$ cat src/rtl/mips_fetch_pkg.sv
// Shared types and constants for the MIPS fetch unit.
// Optional fetch counter is enabled with FETCH_PERF_CNT_EN.
package mips_fetch_pkg;

  typedef enum logic [1:0] {
    RUN,
    DRAIN,
    HALTED,
    FAULT
  } fetch_state_t;

  localparam logic [31:0] RESET_VECTOR_C = 32'hBFC00000;
  localparam logic [31:0] HALT_ADDR_C    = 32'h00000000;
  localparam logic [31:0] INSTR_BYTES    = 32'd4;

  function automatic logic is_misaligned(input logic [31:0] a);
    return a[1:0] != 2'b00;
  endfunction

endpackage

$ cat src/rtl/mips_fetch_if.sv
// Combinational instruction-memory bus between fetch and memory.
// Fetch drives the address; memory answers in the same cycle.
interface mips_fetch_if;
  import mips_fetch_pkg::*;

  logic [31:0] instr_address;
  logic [31:0] instr_readdata;

  modport master (
    output instr_address,
    input  instr_readdata
  );

  modport slave (
    input  instr_address,
    output instr_readdata
  );

endinterface

$ cat src/rtl/mips_pc_next.sv
// Next-PC select with misaligned-target and halt detection.
// A fresh redirect takes priority over a pending one.
module mips_pc_next
  import mips_fetch_pkg::*;
#(
  parameter logic [31:0] HALT_ADDR = HALT_ADDR_C
) (
  input  logic [31:0] pc,
  input  logic        redirect_valid,
  input  logic [31:0] redirect_target,
  input  logic        pending_valid,
  input  logic [31:0] pending_target,
  output logic [31:0] next_pc,
  output logic        misaligned,
  output logic        halt_hit
);

  logic use_target;

  always_comb begin
    next_pc    = pc + INSTR_BYTES;
    use_target = 1'b0;
    priority case (1'b1)
      redirect_valid: begin
        next_pc    = redirect_target;
        use_target = 1'b1;
      end
      pending_valid: begin
        next_pc    = pending_target;
        use_target = 1'b1;
      end
      default: ;
    endcase
  end

  // pc+4 from an aligned pc can never be misaligned
  assign misaligned = use_target && is_misaligned(next_pc);
  assign halt_hit   = next_pc == HALT_ADDR;

endmodule

$ cat src/rtl/mips_fetch_unit.sv
// MIPS fetch stage: PC, delay-slot redirect, stall, halt and fault.
// FETCH_PERF_CNT_EN adds a saturating fetched-instruction counter.
module mips_fetch_unit
  import mips_fetch_pkg::*;
#(
  parameter logic [31:0] RESET_VECTOR = RESET_VECTOR_C,
  parameter logic [31:0] HALT_ADDR    = HALT_ADDR_C
) (
  input  logic               clk,
  input  logic               reset_n,
  input  logic               stall,
  input  logic               redirect_valid,
  input  logic [31:0]        redirect_target,
  mips_fetch_if.master       imem,
  output logic [31:0]        if_instr,
  output logic [31:0]        if_pc,
  output logic               if_valid,
  output logic               active,
  output logic               addr_error,
  output logic [31:0]        fetch_count
);

  fetch_state_t state_q, state_d;
  logic [31:0]  pc_q, pc_d;
  logic [31:0]  if_instr_d, if_pc_d;
  logic         if_valid_d, active_d, addr_error_d;
  logic         pend_v_q, pend_v_d;
  logic [31:0]  pend_t_q, pend_t_d;
  logic [31:0]  next_pc;
  logic         misaligned, halt_hit;
  logic         fetch_load;

  assign imem.instr_address = pc_q;

  mips_pc_next #(
    .HALT_ADDR (HALT_ADDR)
  ) u_pc_next (
    .pc              (pc_q),
    .redirect_valid  (redirect_valid),
    .redirect_target (redirect_target),
    .pending_valid   (pend_v_q),
    .pending_target  (pend_t_q),
    .next_pc         (next_pc),
    .misaligned      (misaligned),
    .halt_hit        (halt_hit)
  );

  assign fetch_load = (state_q == RUN) && !stall && !misaligned;

  always_comb begin
    state_d      = state_q;
    pc_d         = pc_q;
    if_instr_d   = if_instr;
    if_pc_d      = if_pc;
    if_valid_d   = if_valid;
    active_d     = active;
    addr_error_d = addr_error;
    pend_v_d     = pend_v_q;
    pend_t_d     = pend_t_q;
    unique case (state_q)
      RUN: begin
        if (stall) begin
          if (redirect_valid) begin
            pend_v_d = 1'b1;
            pend_t_d = redirect_target;
          end
        end else begin
          pend_v_d = 1'b0;
          if (misaligned) begin
            addr_error_d = 1'b1;
            if_valid_d   = 1'b0;
            active_d     = 1'b0;
            state_d      = FAULT;
          end else begin
            if_instr_d = imem.instr_readdata;
            if_pc_d    = pc_q;
            if_valid_d = 1'b1;
            pc_d       = next_pc;
            if (halt_hit) state_d = DRAIN;
          end
        end
      end
      // delay slot already sits in IF/ID; stop fetching
      DRAIN: begin
        if (!stall) begin
          if_valid_d = 1'b0;
          active_d   = 1'b0;
          state_d    = HALTED;
        end
      end
      HALTED: ;
      FAULT:  ;
      default: state_d = FAULT;
    endcase
  end

  always_ff @(posedge clk or negedge reset_n) begin
    if (!reset_n) begin
      state_q    <= RUN;
      pc_q       <= RESET_VECTOR;
      if_instr   <= '0;
      if_pc      <= '0;
      if_valid   <= 1'b0;
      active     <= 1'b1;
      addr_error <= 1'b0;
      pend_v_q   <= 1'b0;
      pend_t_q   <= '0;
    end else begin
      state_q    <= state_d;
      pc_q       <= pc_d;
      if_instr   <= if_instr_d;
      if_pc      <= if_pc_d;
      if_valid   <= if_valid_d;
      active     <= active_d;
      addr_error <= addr_error_d;
      pend_v_q   <= pend_v_d;
      pend_t_q   <= pend_t_d;
    end
  end

`ifdef FETCH_PERF_CNT_EN
  logic [31:0] cnt_q;

  always_ff @(posedge clk or negedge reset_n) begin
    if (!reset_n)
      cnt_q <= '0;
    else if (fetch_load && cnt_q != 32'hFFFFFFFF)
      cnt_q <= cnt_q + 32'd1;
  end

  assign fetch_count = cnt_q;
`else
  logic unused_load;
  assign unused_load = fetch_load;
  assign fetch_count = '0;
`endif

endmodule

$ cat src/flat_wrapper.sv
// flat-port wrapper written by rule: the top's interface ports become plain ports
module mips_fetch_unit_flat import mips_fetch_pkg::*;
#(
  parameter logic [31:0] RESET_VECTOR = RESET_VECTOR_C,
  parameter logic [31:0] HALT_ADDR    = HALT_ADDR_C
)
  (clk, reset_n, stall, redirect_valid, redirect_target, if_instr, if_pc, if_valid, active, addr_error, fetch_count, imem_instr_address, imem_instr_readdata);
  mips_fetch_if imem_i ();
  input  logic clk;
  input  logic reset_n;
  input  logic stall;
  input  logic redirect_valid;
  input  logic [31:0] redirect_target;
  output logic [31:0] if_instr;
  output logic [31:0] if_pc;
  output logic if_valid;
  output logic active;
  output logic addr_error;
  output logic [31:0] fetch_count;
  output wire logic [$bits(imem_i.instr_address)-1:0] imem_instr_address;
  input wire logic [$bits(imem_i.instr_readdata)-1:0] imem_instr_readdata;
  assign imem_instr_address = imem_i.instr_address;
  assign imem_i.instr_readdata = imem_instr_readdata;
  mips_fetch_unit #(.RESET_VECTOR(RESET_VECTOR), .HALT_ADDR(HALT_ADDR)) u_core (.clk(clk), .reset_n(reset_n), .stall(stall), .redirect_valid(redirect_valid), .redirect_target(redirect_target), .imem(imem_i), .if_instr(if_instr), .if_pc(if_pc), .if_valid(if_valid), .active(active), .addr_error(addr_error), .fetch_count(fetch_count));
endmodule
$ cat config.mk
export PLATFORM = sky130hd
export DESIGN_NAME = mips_fetch_unit_flat
export DESIGN_NICKNAME = d
export VERILOG_FILES = /design/src/rtl/mips_fetch_pkg.sv /design/src/rtl/mips_fetch_if.sv /design/src/rtl/mips_pc_next.sv /design/src/rtl/mips_fetch_unit.sv /design/src/flat_wrapper.sv
export SDC_FILE = /design/constraint.sdc
export NUM_CORES = 1
export LEC_CHECK = 0
export BUFFER_PORTS_ARGS = -buffer_cell sky130_fd_sc_hd__buf_2
export CORE_MARGIN = 8
export CORE_UTILIZATION = 50
export DETAILED_ROUTE_END_ITERATION = 10
export GPL_ROUTABILITY_DRIVEN = 0
export PLACE_DENSITY = 0.84
export SLEW_MARGIN = 20
export SYNTH_ARGS = -nofsm -noshare
export SYNTH_HDL_FRONTEND = slang
export SYNTH_HIERARCHICAL = 1
export SYNTH_SLANG_ARGS = --single-unit
export TNS_END_PERCENT = 30
$ cat constraint.sdc
create_clock -name clk -period 5.08 [get_ports clk]
set_input_delay 0.762 -clock clk [delete_from_list [all_inputs] [get_ports clk]]
set_output_delay 0.762 -clock clk [all_outputs]
set_load 0.01 [all_outputs]
After elaboration in Yosys (flattened, before gate mapping)
Index checks and enable logic that the tools add are counted.
- bits in registers: 134
- input bits: 68
- output and inout bits: 131
- logic and storage cells: 48
- add/subtract/negate cells: 1
- equality and inequality tests: 6
- mux-type cells: 18
- bitwise operators: 2
- reduce and logical (&&, ||, !) cells: 12
- operators by type and width (kind ; number):
    two-way mux 32 bit ; 2
    adder 32 x 3 -> 32 bit (second input constant) ; 1
    logical NOT 32 bit ; 1
    AND reduction 3 bit ; 4
    two-way mux 1 bit ; 9
    two-way mux 2 bit ; 4
    AND reduction 4 bit ; 2
    != test 2 x 1 -> 1 bit (second input constant) ; 2
    != test 2 bit (second input constant) ; 2
    one-hot mux 1 bit (2 select lines) ; 2
    one-hot mux 2 bit (2 select lines) ; 1
    nonzero test 2 bit ; 2
    != test 3 x 1 -> 1 bit (second input constant) ; 1
    equality test 2 x 1 -> 1 bit (second input constant) ; 1
    logical NOT 2 bit ; 1
    NOT 1 bit ; 2
    AND reduction 2 bit ; 1
    logical AND 1 bit ; 1

Depth between registers and ports, before layout
- depth after elaboration: 8
- gate-level depth with buffers: 12
- gate-level depth less buffers: 10

Hierarchy
The synthesis kept the hierarchy.
- by module, submodules not included (module ; instances ; cells each ; area an instance (um^2) ; sequential area each (um^2)):
    mips_fetch_unit ; 1 ; 326 ; 5260.0 ; 3365.7
    mips_pc_next ; 1 ; 219 ; 1382.6 ; 0.0

Worst setup path before layout
No wires, ideal clock.
- kind: input to register
- from: input port redirect_valid
- to: register u_core.if_pc[10]
- library setup time: 0.128 ns
- arrival time: 2.885 ns
- required time: 4.952 ns
- path slack: 2.068 ns
- stages on the path: 10
- buffers on the path: 5
- cells stage by stage: clkbuf_1 > clkbuf_1 > clkbuf_1 > o21ai_0 > nor2_1 > nor2_1 > nor4_4 > buf_4 > buf_4 > mux2_1
- cells in the longest elaborated chain, start to end: 5
- elaborated cells between the ends (all ways): 6
- classes of those cells: mux (2); bitwise (1); reduce/logical (3)
- ends and longest elaborated chain (item ; line ; text):
    start, declared ; flat_wrapper.sv:12 ; input logic redirect_valid;
    two-way mux 32 bit ; mips_pc_next.sv:23 ; priority case (1'b1)
    named net u_core.next_pc[0] ; mips_fetch_unit.sv:29 ; logic [31:0] next_pc;
    nonzero test 2 bit ; mips_fetch_pkg.sv:17 ; return a[1:0] != 2'b00;
    logical AND 1 bit ; mips_pc_next.sv:37 ; assign misaligned = use_target && is_misaligned(next_pc);
    named net u_core.misaligned ; mips_fetch_unit.sv:30 ; logic misaligned, halt_hit;
    NOT 1 bit (no line) ; - ;
    AND reduction 3 bit (no line) ; - ;
    end signal, assigned ; mips_fetch_unit.sv:112 ; if_pc <= if_pc_d;
    end, declared ; mips_fetch_unit.sv:16 ; output logic [31:0] if_pc,
The timed path passes the listed nets, and every way through them passes these cells.
A chain may end at the register's enable or synchronous reset.

Worst setup path after layout
- from: register u_core.pend_v_q
- to: register u_core.state_q[0]
- elaborated cells between the ends (all ways): 12
- classes of those cells: eq/ne (1); mux (7); reduce/logical (4)
- RTL lines (item ; line ; text):
    start, declared ; mips_fetch_unit.sv:27 ; logic pend_v_q, pend_v_d;
    start signal, assigned ; mips_fetch_unit.sv:116 ; pend_v_q <= pend_v_d;
    two-way mux 32 bit (2 in series) ; mips_pc_next.sv:23 ;
    named net u_core.next_pc[24] ; mips_fetch_unit.sv:29 ;
    logical NOT 32 bit ; mips_pc_next.sv:38 ; assign halt_hit = next_pc == HALT_ADDR;
    named net u_core.halt_hit ; mips_fetch_unit.sv:30 ;
    != test 3 x 1 -> 1 bit (no line) ; - ;
    AND reduction 4 bit (no line) ; - ;
    end signal, assigned ; mips_fetch_unit.sv:109 ; state_q <= state_d;
    end, declared ; mips_fetch_unit.sv:23 ; fetch_state_t state_q, state_d;
The timed path passes the listed nets, and every way through them passes these cells. The select of a mux whose other input is x is not followed.

==> qor.json <==
{
  "synth-warning-count": {"value": 6},
  "post_route_cells_drive_above_1_share": {"value": 44.8, "unit": "%"},
  "drcViolationCount": {"value": 0},
  "area_share_of_xor_xnor_cells_in_the_synthesized_design": {"value": 2.90, "unit": "%"},
  "crit_chain": {"value": "inv_1 -> nor2_1 -> a22oi_1 -> o21ai_0 -> or4b_2 -> nor4_1 -> o21bai_1 -> o31ai_1"},
  "number_of_flops_mapped_to_enable_cells_by_yosys": {"value": 0},
  "timing.final.crit_period": {"value": 3.64, "unit": "ns"},
  "rsz0062_at_grt": {"value": "false"},
  "comb_power_share": {"value": 26.8, "unit": "%"},
  "synth_flop_cell": {"value": "sky130_fd_sc_hd__dfrtp_1"},
  "drt-vias-per-instance": {"value": 5.64},
  "synth-async-reset-ratio": {"value": 100, "unit": "%"},
  "crit_cells": {"value": 8},
  "arrival": {"value": 3.96, "unit": "ns"},
  "post_cts_resized": {"value": 0},
  "grt_max_degree": {"value": 85},
  "timing_hold_violations_final": {"value": 0},
  "drt-wirelength-per-cell": {"value": 19.1, "unit": "um"},
  "cts_htree_levels": {"value": 4},
  "timing.final.setup_violations": {"value": 0},
  "design.die.area": {"value": 0.0172, "unit": "mm2"},
  "count_of_routing_violations_after_the_opening_detailed_route_iteration": {"value": 412},
  "max_stage_delay": {"value": 0.72, "unit": "ns"},
  "clock_path_buffers": {"value": 2},
  "design.portCount": {"value": 199},
  "postCtsSetupRepairBufs": {"value": 0},
  "endpoint_kind": {"value": "flop"},
  "syn_to_final_growth": {"value": 22.0, "unit": "%"},
  "synthAdderAreaFrac": {"value": 0.188, "unit": "%"},
  "firstDrtPassIters": {"value": 5},
  "timing.critical_path.buf_inv": {"value": 1},
  "final-max-slew-violation-count": {"value": 0},
  "ys_seq_elements": {"value": 134},
  "initial_utilization": {"value": 50.8, "unit": "%"},
  "first_pass_grt_wire_length": {"value": 28100, "unit": "um"},
  "syn-instance-count": {"value": 545},
  "antenna_violations_before_repair": {"value": 2},
  "insertion_delay": {"value": 0.43, "unit": "ns"},
  "timing.rr.start": {"value": "u_core/pend_v_q"},
  "post_cts_hold_buffer_count": {"value": 0},
  "design_area": {"value": 0.00810, "unit": "mm2"},
  "start_kind": {"value": "flop"},
  "fp-row-count": {"value": 42},
  "clk_pin_slew_worst_paths": {"value": 0.06, "unit": "ns"},
  "numCtsBuffers": {"value": 17},
  "share_clk_of_total_power": {"value": 31.0, "unit": "%"},
  "share_seq_of_total_power": {"value": 42.2, "unit": "%"},
  "first_global_vias": {"value": 5366},
  "finalNetCount": {"value": 774},
  "drtAntennaViolNets": {"value": 0},
  "timing.critical_path.from": {"value": "u_core/pend_v_q"},
  "crit_path_category": {"value": "flop to flop"},
  "clock_sink_count": {"value": 134},
  "ir_drop": {"value": 0.000362, "unit": "V"},
  "hold_path.class": {"value": "input pin to async pin"},
  "tritoncts_clock_tree": {"value": "done"},
  "synth_compound_area_share": {"value": 7.14, "unit": "%"},
  "ctsRootBufferMaster": {"value": "sky130_fd_sc_hd__clkbuf_16"},
  "wl": {"value": 17100, "unit": "um"},
  "status": {"value": "completed"},
  "final_cycle_share": {"value": 71.7, "unit": "%"},
  "reg2reg_depth": {"value": 8},
  "max_clock_freq": {"value": 275, "unit": "MHz"},
  "relSlewSlack": {"value": 35.3, "unit": "%"},
  "max_cap_violations": {"value": 0},
  "synth_top_area_share": {"value": 46.7, "unit": "%"},
  "core_region_area": {"value": 0.0131, "unit": "mm2"},
  "die_h": {"value": 131, "unit": "um"},
  "netSwitchingPower": {"value": 1.38, "unit": "mW"},
  "synthMuxAreaShare": {"value": 22.6, "unit": "%"},
  "vias": {"value": 5043},
  "die_w": {"value": 131, "unit": "um"},
  "detailed_place_hpwl": {"value": 12500, "unit": "um"},
  "post-synth-top-area-cell": {"value": "sky130_fd_sc_hd__dfrtp_1"},
  "grt_overflow": {"value": 0},
  "placed_area": {"value": 0.00748, "unit": "mm2"},
  "timing.clock.skew": {"value": 0.0203, "unit": "ns"},
  "yosys.cell_types.count": {"value": 56},
  "worst_path_max_delay_cell": {"value": "sky130_fd_sc_hd__dfrtp_1"},
  "syn_area": {"value": 0.00664, "unit": "mm2"},
  "antenna-diode-count": {"value": 0},
  "intPower": {"value": 2.79, "unit": "mW"},
  "finalSetupTns": {"value": 0, "unit": "ns"},
  "synth_top_cells_by_area": {"value": "sky130_fd_sc_hd__dfrtp_1, sky130_fd_sc_hd__mux2_2, sky130_fd_sc_hd__mux2_1, sky130_fd_sc_hd__buf_4, sky130_fd_sc_hd__dfstp_2"},
  "avgSynthCellArea": {"value": 12.2, "unit": "um2"},
  "cellLeakagePower": {"value": 3.98, "unit": "nW"},
  "cellPowerDensity": {"value": 515, "unit": "mW/mm2"},
  "switching_share": {"value": 33.2, "unit": "%"},
  "timing.critical_path.max_delay_family": {"value": "simple AND/OR/NAND/NOR gates"},
  "grt_use_total": {"value": 19.8, "unit": "%"},
  "synth-simple-area-share": {"value": 10.3, "unit": "%"},
  "timing.critical_path.required": {"value": 5.40, "unit": "ns"},
  "max_slew.worst_pin.slew": {"value": 0.967, "unit": "ns"},
  "synth_top_family_by_area": {"value": "multiplexers"},
  "port-buffer-count": {"value": 166},
  "worst_path_fanout_max": {"value": 26},
  "synth.yosys.seq_area_share": {"value": 50.7, "unit": "%"}
}
-- cells in the mapped netlist, types with 3 or more instances --
master,number
sky130_fd_sc_hd__or3_1,6
sky130_fd_sc_hd__inv_1,6
sky130_fd_sc_hd__o21ai_0,23
sky130_fd_sc_hd__dfrtp_1,124
sky130_fd_sc_hd__nand3_1,13
sky130_fd_sc_hd__nor4_1,7
sky130_fd_sc_hd__nand2b_1,5
sky130_fd_sc_hd__buf_4,39
sky130_fd_sc_hd__xnor2_1,15
sky130_fd_sc_hd__nand4_1,7
sky130_fd_sc_hd__mux2i_1,5
sky130_fd_sc_hd__o311ai_0,3
sky130_fd_sc_hd__xor2_1,7
sky130_fd_sc_hd__nor2_1,13
sky130_fd_sc_hd__o31ai_1,3
sky130_fd_sc_hd__mux2_1,30
sky130_fd_sc_hd__and4_1,3
sky130_fd_sc_hd__a21oi_1,7
sky130_fd_sc_hd__nand2_1,31
sky130_fd_sc_hd__nor3_1,6
sky130_fd_sc_hd__dfstp_2,10
sky130_fd_sc_hd__buf_2,9
sky130_fd_sc_hd__clkbuf_1,12
sky130_fd_sc_hd__o22ai_1,3
sky130_fd_sc_hd__mux2_2,99
sky130_fd_sc_hd__a22oi_1,13
sky130_fd_sc_hd__and3_1,7
-- layer usage --
layer / vias to the layer above / GRT usage (%) / wire length, um
li1: 2256 / - / -
met1: 2470 / 23.6 / 6820
met2: 287 / 31.1 / 8100
met3: 26 / 8.88 / 1950
met4: 4 / 7.21 / 235
met5: - / 0 / 19
-- through the flow --
stage | std cells | hold WS (ns) | setup slack [ns] | utilization [%] | total power, mW
finish | 894 | 0.371 | 1.44 | 61.9 | 4.17
floorplan | 576 | 0.459 | 2.07 | - | 2.38
global route | 894 | 0.443 | 1.29 | 61.9 | 4.39
global placement | 862 | 0.437 | 1.38 | 57.2 | 2.83
CTS | 894 | 0.414 | 1.59 | 61.9 | 4.20
detailed placement | 862 | 0.450 | 1.22 | 57.2 | 2.89
-- cell families after synthesis --
family          count (synthesis)
xor+xnor                       22
mux                           134
fa+ha+maj                       1
other cells                     1
flops                         134
compound gates                 71
simple gates                  116
buf+inv                        66
-- placed cells by master (no fill, tap or decap), drive strengths merged, types with 4 or more instances in the layout --
master  instances
buf           170
mux2          129
dfrtp         124
conb           32
nand2          31
o21ai          23
clkbuf         18
xnor2          15
nor2           13
nand3          13
a22oi          13
dfstp          10
nor4           10
inv            10
nand4           9
a21oi           7
and3            7
xor2            7
nor3            6
or3             6
nand2b          5
mux2i           5
and4            5
bufinv          4
-- power groups by stage --
| stage | clock network (mW) | logic, mW | registers, mW |
|---|---|---|---|
| 3_5_place_dp | 0 | 1.11 | 1.78 |
| 6_report | 1.29 | 1.12 | 1.76 |
| 3_3_place_gp | 0 | 1.08 | 1.75 |
| 4_1_cts | 1.32 | 1.12 | 1.76 |
| 2_1_floorplan | 0 | 0.593 | 1.79 |
| 5_1_grt | 1.36 | 1.21 | 1.82 |
-- worst paths after layout --
check	slack (ns)	end
min	0.37	u_core/if_instr[4]
min in group clk	0.46	u_core/active
max	1.44	u_core/state_q[0]
min reg2reg	0.46	u_core/active
max reg2reg	1.44	u_core/state_q[0]
max in group asynchronous	3.52	u_core/if_pc[22]
-- sequential cells by signal, indices dropped and copies added (netlist names) --
register / flops
u_core/if_valid: 1
u_core/if_pc: 32
u_core/if_instr: 32
u_core/pend_v_q: 1
u_core/imem.instr_address: 32
u_core/pend_t_q: 32
u_core/active: 1
u_core/addr_error: 1
u_core/state_q: 2
-- area by class of cell --
type,count,area [um2]
Clock buffer,18,429
Timing Repair Buffer,170,867
Fill cell,1034,4980
Multi-Input combinational cell,376,3000
Clock inverter,14,196
Inverter,6,22.5
Tap cell,176,220
Sequential cell,134,3370
No activity file was read; power rests on OpenSTA's default activity.
